File: config.mk
export PLATFORM = sky130hd
export DESIGN_NAME = alu_arbiter
export DESIGN_NICKNAME = d
export VERILOG_FILES = /design/src/rtl/alu_arbiter.sv
export SDC_FILE = /design/constraint.sdc
export NUM_CORES = 1
export LEC_CHECK = 0
export ABC_AREA = 1
export CORE_MARGIN = 4
export CORE_UTILIZATION = 30
export DETAILED_ROUTE_END_ITERATION = 8
export GPL_TIMING_DRIVEN = 0
export PLACE_DENSITY = 0.66
export SKIP_LAST_GASP = 1
export SLEW_MARGIN = 10
export SYNTH_ARGS = -nofsm -noshare
export SYNTH_HDL_FRONTEND = slang
export SYNTH_SLANG_ARGS = --single-unit
File: constraint.sdc
create_clock -name clk -period 1.2 [get_ports clk]
set_input_delay 0.18 -clock clk [delete_from_list [all_inputs] [get_ports clk]]
set_output_delay 0.18 -clock clk [all_outputs]
set_load 0.05 [all_outputs]
File: src/rtl/alu_arbiter.sv
// -----------------------------------------------------------------------------
// alu_arbiter
//
// Shares one external combinational ALU between two requesters. One
// transaction is in flight at a time and walks IDLE -> EXEC -> RESP:
//   IDLE : grant one valid requester (round-robin or fixed priority to port 0),
//          capture its operands, opcode and owner id on the handshake.
//   EXEC : drive the captured operands/opcode onto the ALU and capture
//          alu_out into rsp_data at the closing edge.
//   RESP : present rsp_data to the owner and wait for its rsp_ready.
//
// Parameters
//   WIDTH : operand/result width
//   RR_EN : 1 = round-robin on ties, 0 = port 0 always wins ties
//
// Ports
//   clk, rst_n                 : rising-edge clock, async active-low reset
//   reqN_valid / reqN_ready    : request handshake, port N (N = 0, 1)
//   reqN_A, reqN_B, reqN_op    : operands and ALU opcode of port N
//   alu_A, alu_B, alu_op       : drive to the shared ALU
//   alu_out                    : combinational result of the shared ALU
//   rspN_valid / rspN_ready    : response handshake, port N
//   rsp_data                   : result for the owning port
// -----------------------------------------------------------------------------
module alu_arbiter #(
    parameter int WIDTH = 32,
    parameter bit RR_EN = 1'b1
) (
    input  logic             clk,
    input  logic             rst_n,
    input  logic             req0_valid,
    input  logic             req1_valid,
    output logic             req0_ready,
    output logic             req1_ready,
    input  logic [WIDTH-1:0] req0_A,
    input  logic [WIDTH-1:0] req0_B,
    input  logic [WIDTH-1:0] req1_A,
    input  logic [WIDTH-1:0] req1_B,
    input  logic [3:0]       req0_op,
    input  logic [3:0]       req1_op,
    output logic [WIDTH-1:0] alu_A,
    output logic [WIDTH-1:0] alu_B,
    output logic [3:0]       alu_op,
    input  logic [WIDTH-1:0] alu_out,
    output logic             rsp0_valid,
    output logic             rsp1_valid,
    input  logic             rsp0_ready,
    input  logic             rsp1_ready,
    output logic [WIDTH-1:0] rsp_data
);

    // "Don't care" opcode of the shared ALUop header, driven whenever the
    // ALU is not in use.
    localparam logic [3:0] ALU_XXX = 4'hF;

    typedef enum logic [1:0] {
        IDLE = 2'd0,
        EXEC = 2'd1,
        RESP = 2'd2
    } state_t;

    state_t           state_q, state_d;
    logic [WIDTH-1:0] a_q, b_q, rsp_data_q;
    logic [3:0]       op_q;
    logic             owner_q;      // port id of the transaction in flight
    logic             last_grant_q; // port granted most recently
    logic             grant;        // port that would win this IDLE cycle
    logic             accept;       // handshake happens at the next edge

    // Grant is recomputed every IDLE cycle from the current valids, so a
    // request that drops valid before being accepted is simply never granted.
    always_comb begin
        // NOTE: every always_comb output gets a default first so no path
        // leaves it unassigned and a latch is never inferred.
        grant = 1'b0;
        if (req0_valid && req1_valid) begin
            grant = RR_EN ? ~last_grant_q : 1'b0;
        end else if (req1_valid) begin
            grant = 1'b1;
        end
    end

    assign accept     = (state_q == IDLE) && (req0_valid || req1_valid);
    assign req0_ready = accept && !grant;
    assign req1_ready = accept &&  grant;

    always_comb begin
        state_d = state_q;
        unique case (state_q)
            IDLE:    if (accept) state_d = EXEC;
            EXEC:    state_d = RESP;
            // Only the owner's rsp_ready can close the transaction; the
            // completing cycle is RESP, so no request is accepted in it.
            RESP:    if (owner_q ? rsp1_ready : rsp0_ready) state_d = IDLE;
            default: state_d = IDLE;
        endcase
    end

    // last_grant resets to 1 so that port 0 wins the first tie.
    always_ff @(posedge clk or negedge rst_n) begin
        if (!rst_n) begin
            state_q      <= IDLE;
            a_q          <= '0;
            b_q          <= '0;
            op_q         <= '0;
            owner_q      <= 1'b0;
            last_grant_q <= 1'b1;
            rsp_data_q   <= '0;
        end else begin
            // NOTE: sequential state uses non-blocking assignments so every
            // register samples pre-edge values regardless of statement order.
            state_q <= state_d;
            if (accept) begin
                a_q          <= grant ? req1_A  : req0_A;
                b_q          <= grant ? req1_B  : req0_B;
                op_q         <= grant ? req1_op : req0_op;
                owner_q      <= grant;
                last_grant_q <= grant;
            end
            if (state_q == EXEC) begin
                rsp_data_q <= alu_out;
            end
        end
    end

    // The ALU sees live operands only during EXEC; zeros and ALU_XXX
    // otherwise keep it quiet and make idle cycles obvious on a waveform.
    assign alu_A      = (state_q == EXEC) ? a_q  : '0;
    assign alu_B      = (state_q == EXEC) ? b_q  : '0;
    assign alu_op     = (state_q == EXEC) ? op_q : ALU_XXX;

    assign rsp0_valid = (state_q == RESP) && !owner_q;
    assign rsp1_valid = (state_q == RESP) &&  owner_q;
    assign rsp_data   = rsp_data_q;

endmodule

**After elaboration in Yosys (flattened, before gate mapping)**

Index checks and enable logic that the tools add are counted.

- Register bits after elaboration: 104
- Bits in latches: 0
- RAM bits: 0
- ROM bits: 0
- Input port bits: 174
- Output and inout port bits: 104
- Logic and storage cells: 35
- Memories: 0

- Add/sub/neg operators: 0
- Multipliers: 0
- Divide/modulo/power cells: 0
- $lt $le $gt $ge: 0
- Eq/ne operators: 4
- Shift-type cells: 0
- Muxes and demuxes: 12
- Bitwise operators: 1
- Reductions and logical operators: 11

Operators with widths:

| operator | number |
|---|---|
| $mux W32 | 4 |
| $mux W4 | 2 |
| $logic_and A1 B1 Y1 | 6 |
| $pmux W2 S3 | 1 |
| $mux W2 | 2 |
| $ne A2 B2 Y1 const B | 2 |
| $mux W1 | 3 |
| $eq A2 B1 Y1 const B | 1 |
| $eq A2 B2 Y1 const B | 1 |
| $logic_not A1 Y1 | 2 |
| $logic_not A2 Y1 | 1 |
| $reduce_and A2 Y1 | 1 |
| $logic_or A1 B1 Y1 | 1 |
| $not A1 Y1 | 1 |

**Logic depth before layout (Yosys ltp)**

- Depth after elaboration: 4
- Depth in mapped cells: 8
- Depth with buffers taken out: 6

**Worst setup path before layout**

Ideal clock, no wire load.

- Path type: register to output
- Start point: register last_grant_q
- End point: output req0_ready
- Arrival: 1.639 ns
- Data required time: 1.020 ns
- Slack: -0.619 ns
- Stages on the path, launching flop included: 6
- Path buffers: 1
- Path through: dfstp_2 -> nand2_1 -> nand2_1 -> buf_2 -> inv_1 -> nor2_1

- Longest elaborated chain between the ends: 4

Ends and longest elaborated chain:

| what | line | source |
|---|---|---|
| start, declared | 66 | `logic last_grant_q;` |
| start signal, assigned | 118 | `last_grant_q <= grant;` |
| $not A1 Y1 | 77 | `grant = RR_EN ? ~last_grant_q : 1'b0;` |
| $mux W1 | 76 | `if (req0_valid && req1_valid) begin` |
| $logic_not A1 Y1 | 84 | `assign req0_ready = accept && !grant;` |
| $logic_and A1 B1 Y1 | 84 |  |
| end, declared | 33 | `output logic req0_ready,` |

No other way between the ends.

**Final worst setup path**

- Start point: register state_q[1]
- End point: output req0_ready

- Longest elaborated chain between the ends: 3

Ends and longest elaborated chain:

| what | line | source |
|---|---|---|
| start, declared | 62 | `state_t state_q, state_d;` |
| start signal, assigned | 112 | `state_q <= state_d;` |
| $logic_not A2 Y1 | 83 | `assign accept = (state_q == IDLE) && (req0_valid \|\| req1_valid);` |
| $logic_and A1 B1 Y1 | 83 |  |
| $logic_and A1 B1 Y1 | 84 |  |

No other way between the ends.

==> results.yml <==
global_routing:
  grt_first_pass_wirelength_mm: 32.38
  grt_use_met3_pct: 4.856
  gr-usage-all-layers_pct: 20.28
  use_met2_pct: 35.14
  use_met1_pct: 25.35
  grt_max_degree: 68
  antenna_found_initial: 0
  grt_overflow_total: 0
  globalRoute.busiestLayer: "met2"
  first_global_vias: 6002
timing:
  fin_crit_ps: 1716
  fmax_ghz: 0.5829
  fin_ws_ps: -515.7
  worst_pin_slew_ps: 488.5
  finalSetupViolations: 168
  rsz0062_at_grt: "true"
  fin_hold_ws_ps: 304.1
  relSlewSlack_pct: 67.43
  finalCritPeriodShare_pct: 143.0
  finalClockSkew_ps: 9.798
  final-max-slew-violation-count: 0
  hold_viol: 0
worst_setup_path:
  slowest_stage: "dfrtp_1"
  path_class: "reg2out"
  reg2reg_from: "state_q[1]"
  cp.required_ps: 1020
  crit_path_max_fanout: 5
  cp_cell_sequence: "buf_4 -> nor2_4 -> o21ai_4 -> clkbuf_8 -> nor2_4 -> buf_8"
  reg2reg_slack_ps: -390
  crit_path_start_kind: "flip-flop"
  reg2regPathDepth: 10
  r2r-end: "b_q[28]"
  cp-end-kind: "output port"
  crit_top_cell: "nor2_4"
  critical-path-max-stage-delay_ps: 410
  crit_arrival_ps: 1540
cells_and_area:
  drive_above_1_share_pct: 28.09
  syn2layout_area_growth_pct: 90.77
  ff_latch_area_um2: 2604
  fin_nets: 1326
  antenna_cells: 0
  n_fill_cell: 1701
  multi_input_area_um2: 2879
  fin_cells: 1386
logic_synthesis:
  synth-main-ff-cell: "dfrtp_1"
  yosysMostFrequentCell: "nand2_1"
  yosys_register_bits: 104
  synth.avg_cell_area_um2: 6.698
  synth_warnings: 0
  synth_fa_ha_area_share_pct: 0
  synth-seq-area-share_pct: 47.52
  netlist_instances: 818
  synth_edf_count: 0
  synthXorXnorAreaFrac_pct: 0
  syn_area_um2: 5479
  synth.top_cell.area_share_pct: 47.04
  synth_compound_area_share_pct: 0.2969
  synthTopCellsByArea: "dfrtp_1 (47%), nand2_1 (28%), nand3_1 (9.2%)"
  synth_top_family_by_area: "simple AND/OR/NAND/NOR gates"
  synth-simple-area-share_pct: 42.89
  ys_types: 13
  synthTopCellsByCount: "nand2_1 (414), dfrtp_1 (103), nand3_1 (101)"
  synthArstFlopShare_pct: 100.0
  synth_area_leader_cell: "dfrtp_1"
  syn-num-nets: 992
  synth.mux.area_fraction_pct: 0
pwr:
  powerDensity_nw_per_um2: 2663
  p_leak_nw: 5.327
  power_mw: 27.83
  ir_drop_v: 0.001342
cts:
  cts_tree: "built"
  clkTransAtPathRegs_ps: 80
  cts_made_buffers: 9
  cts_root_buffer: "clkbuf_16"
  clkLatencyLatePin_ps: 350
  clkSinkCount: 104
  htree_levels: 3
  clockBufferDepth: 2
drt:
  drtPass1Iterations: 4
  drc: 0
  wire_per_inst_um: 15.60
  post_drt_via_cell_ratio: 4.455
  ant_nets: 0
  drt_iter0_drc: 232
  drt-total-wl_mm: 21.62
  vias: 6174
placement:
  post-place-cells: 1324
  dp_hpwl_mm: 15.04
  place.gp.congestion: 0.7978
  post-place-ws_ps: -1530
  portBuffers: 276
die:
  die_w_um: 143.1
  die_area_um2: 20490
  pin_count: 278
  initial_core_util_pct: 30.50
  core_area_um2: 17960
  placementRows: 49
  fp.dieH_um: 143.1
run:
  cap_viol_max_count: 0
worst_hold_path:
  hold_path.class: "in2async"
outcome:
  violations: "setup timing"
  status: "complete, but fails checks"
[worst max-delay path, delay by kind of cell, from the launching register on]
family	cells	cell delay, ps
DFF	1	410
and+or+nand+nor	2	190
AOI/OAI and AO/OA	1	120
buffers and inverters	3	470
[logic make-up after synthesis]
| group | Yosys count |
|---|---|
| simple gates | 589 |
| buf+inv | 124 |
| flops | 104 |
| compound gates | 1 |
[report_power, final]
group / total (mW) / switching (mW) / leakage, nW / internal [mW]
clock network: 3.32 / 1.41 / 0.161 / 1.91
registers: 6.08 / 0.873 / 1.29 / 5.21
logic: 18.4 / 11.1 / 3.88 / 7.32
total: 27.8 / 13.4 / 5.33 / 14.4
[metrics by stage]
stage	utilization (%)	setup TNS, ps	cell area, µm²
finish	58.19	-57980	10450
global route	58.19	-66640	10450
CTS	55.44	-53560	9960
detailed placement	49.12	-126450	8823
global placement	48.96	-567100	8795
floorplan	-	-19150	5746
[layout make-up]
type                    count  area share [%]
repair buffers            325           33.15
multi-input cells         590           27.54
flip-flops and latches    104           24.91
plain buffers              51           5.662
well taps                 229           2.741
inverters                  70           2.693
clock buffers              11           2.322
clock inverters             5          0.8260
repair inverters            1          0.1556
[layer usage]
metal / share of wire [%] / up-vias
li1: - / 3135
met4: 1.8 / 0
met3: 7.6 / 24
met5: 0 / -
met1: 42 / 2825
met2: 49 / 190
[worst max-delay path by stage]
stage	startpoint	endpoint	slack [ps]	depth (start not counted)
floorplan	state_q[0]	rsp0_valid	-300	4
global placement	rst_n	b_q[23]	-4280	1
detailed placement	req0_valid	req0_ready	-1530	7
CTS	state_q[1]	alu_A[20]	-540	6
global route	state_q[0]	alu_A[24]	-560	6
finish	state_q[1]	req0_ready	-520	6
[sequential cells by signal, indices dropped and copies added (netlist names)]
| name | flops |
|---|---|
| last_grant_q | 1 |
| b_q | 32 |
| op_q | 4 |
| owner_q | 1 |
| a_q | 32 |
| rsp_data | 32 |
| state_q | 2 |
[cell usage in the layout, fill, tap and decap left out, drive strengths merged]
master and n:
nor2 70, dfrtp 103, clkinv 2, bufinv 2, dlygate4sd3 1, o21ai 1
inv 72, dfstp 1, or2 4, nand2 414, buf 169, nand3 101
clkdlybuf4s50 171, clkbuf 46
[timing repair]
action | CTS | global route
gates resized for setup | 793 | 124
hold buffers | 1 | 0
pin swaps | 5 | 33
endpoints found under the hold margin | 37 | 0
setup endpoints to repair | 208 | 184
gates cloned | 9 | 5
setup buffers | 24 | 11
Note: power is estimated with default switching activity, not from simulation.
==> RTL change (config.mk and constraints unchanged) <==
The 3 states of `state_t` get a one-hot encoding in 3 bits.
--- a/src/rtl/alu_arbiter.sv
+++ b/src/rtl/alu_arbiter.sv
@@ -54,8 +54,8 @@
     localparam logic [3:0] ALU_XXX = 4'hF;
 
-    typedef enum logic [1:0] {
-        IDLE = 2'd0,
-        EXEC = 2'd1,
-        RESP = 2'd2
+    typedef enum logic [2:0] {
+        IDLE = 3'b001,
+        EXEC = 3'b010,
+        RESP = 3'b100
     } state_t;
 
Behaviour: no difference found for any inputs over 10 cycles, from zero or initial values and one cycle with rst_n low; not proved beyond that.
==> RTL change against the original RTL <==
- the flow still finishes with violations (setup timing)
- critical path depth unchanged
- worst hold slack got worse by 0.15 ns
- setup slack worse by 0.092 ns
- sequential cell count grew 1
- synthesized cell count increased by 1.1%
- power decreased by 8.5%
- synthesized area up 2.6%
- wire length down 1.9%
- final area rose by 0.43%
- register-to-register slack lost 0.09 ns
- critical path type unchanged
- largest power group unchanged
==> RTL change: results (changes against the original RTL) <==
synthesis:
  yosys_warnings: 0  # unchanged
  syn_nets: 1001  # was 992
  ys_seq_area_frac: 0.4677  # was 0.4752
  ys_types: 19  # was 13
  synthMuxAreaShare: 0  # unchanged
  syn_area_per_cell_um2: 6.799  # was 6.698 µm²
  netlist_top_cells_area: "dfrtp_1 (46%), nand2_1 (26%), inv_1 (6.7%)"  # was dfrtp_1 (47%), nand2_1 (28%), nand3_1 (9.2%)
  synth_compound_area_frac: 0.02937  # was 0.002969
  synthTopCellsByCount: "nand2_1 (383), dfrtp_1 (103), inv_1 (100)"  # was nand2_1 (414), dfrtp_1 (103), nand3_1 (101)
detailed_routing:
  first_pass_iters: 4  # unchanged
  drtIter0Drc: 206  # was 232
  routed_wl_um: 21210  # was 21620 µm
  vias_per_cell: 4.415  # was 4.455
placement:
  place_inst: 1333  # was 1324
  hpwl_um: 14880  # was 15040 µm
  place_congestion: 0.7967  # was 0.7978
outcome:
  status: "finished, violations left"  # unchanged
  violations: "setup timing"  # unchanged
grt:
  grt_use_total: 0.1940  # was 0.2028
  grt_pass1_vias: 6080  # was 6002
  grt_first_pass_wirelength_um: 33030  # was 32380 µm
  grt_start_max_net_pins: 59  # was 68
timing:
  timing.final.ws_setup_ns: -0.6072  # was -0.5157 ns
  period_minus_slack_ns: 1.807  # was 1.716 ns
  setup_viol: 175  # was 168
  slew_headroom: 0.6834  # was 0.6743
  skew_ns: 0.008566  # was 0.009798 ns
clock_network:
  numCtsBuffers: 9  # unchanged
  root_buffer: "clkbuf_16"  # unchanged
power_and_ir_drop:
  ir_worst_vdd_uv: 967.4  # was 1342 µV
  switchingPower_mw: 11.90  # was 13.39 mW
  leakage_nw: 5.505  # was 5.327 nW
layout:
  finalNonFillerCells: 1394  # was 1386
  drive_above_1_share: 0.3330  # was 0.2809
  insertedDiodeCount: 0  # unchanged
worst_hold_path:
  min_path_type: "in -> reg"  # was in -> async
worst_setup_path:
  crit_fanout: 4  # was 5
  cp.arrival_ns: 1.63  # was 1.54 ns
## RTL change: cell count changes after synthesis, moves of 4 or more
| cell | delta |
|---|---|
| buf_2 | +5 |
| buf_4 | +4 |
| buf_6 | +5 |
| clkbuf_1 | -18 |
| inv_1 | +32 |
| inv_2 | +6 |
| nand2_1 | -31 |
| nand3_1 | -33 |
| o21ai_1 | +33 |
| or2_1 | +4 |
| or2_2 | -4 |
## RTL change: power groups by stage
stage	combinational, mW	sequential, mW	clock (mW)
detailed placement	12.1	6.21	0
finish	16.3	6.18	2.95
global placement	12.0	6.16	0
global route	17.6	6.39	3.15
CTS	14.6	6.15	3.01
floorplan	6.35	7.92	0
## RTL change: cell families after synthesis
logic type	after synthesis
flip-flops	105
buffers and inverters	158
AND/OR/NAND/NOR	531
AO/OA/AOI/OAI	33
## RTL change: critical path, stage by stage, from the launching register on
cell     delay (ns)
dfrtp_1        0.37
inv_2          0.10
nand3_4        0.14
buf_6          0.17
buf_6          0.12
or2_4          0.23
buf_8          0.15
## RTL change: what timing repair did
action | CTS | global route
hold buffers | 1 | 0
pin swaps | 43 | 90
cloned | 9 | 6
endpoints found under the hold margin | 45 | 0
endpoints found under the setup margin | 202 | 181
buffers inserted | 22 | 13
gates resized for setup | 719 | 170
## RTL change: path summary, 6_finish.rpt
path | startpoint | to | slack, ns | depth (start not counted)
worst min register to register | a_q[1] | a_q[1] | 0.47 | 2
worst max register to register | state_q[0] | owner_q | -0.48 | 9
worst max-delay path | state_q[2] | alu_op[2] | -0.61 | 6
max in group asynchronous | rst_n | b_q[23] | 0.19 | 3
worst min-delay path | req1_valid | state_q[0] | 0.16 | 4
min in group asynchronous | rst_n | rsp_data[30] | 0.34 | 2
## RTL change: per-stage QoR
step,worst slack (ns),cell area [µm²],util,setup TNS (ns)
5_1_grt,-0.6774,10500,0.5765,-89.51
4_1_cts,-0.6783,9812,0.5389,-89.92
3_5_place_dp,-1.291,8929,0.4903,-117.69
6_report,-0.6072,10500,0.5765,-76.98
3_3_place_gp,-4.301,8900,0.4888,-562.34
2_1_floorplan,-0.3133,5851,-,-20.84
## RTL change: routing by layer
| layer | up-vias | global-route usage | wire length, µm |
|---|---|---|---|
| met2 | 198 | 0.3437 | 10760 |
| met4 | 0 | 0.03088 | 196 |
| met3 | 11 | 0.05925 | 1523 |
| met5 | - | 0 | 0 |
| li1 | 3127 | - | - |
| met1 | 2819 | 0.2379 | 8729 |
## RTL change: final cells by class
cell class              count  area [µm²]
flip-flops and latches    105        2631
fillers                  1708        7711
inverters                 108       407.9
clock inverters             6       51.30
multi-input cells         564        2932
repair buffers            328        3456
plain buffers              44       494.2
clock buffers              10       239.0
well taps                 229       286.5
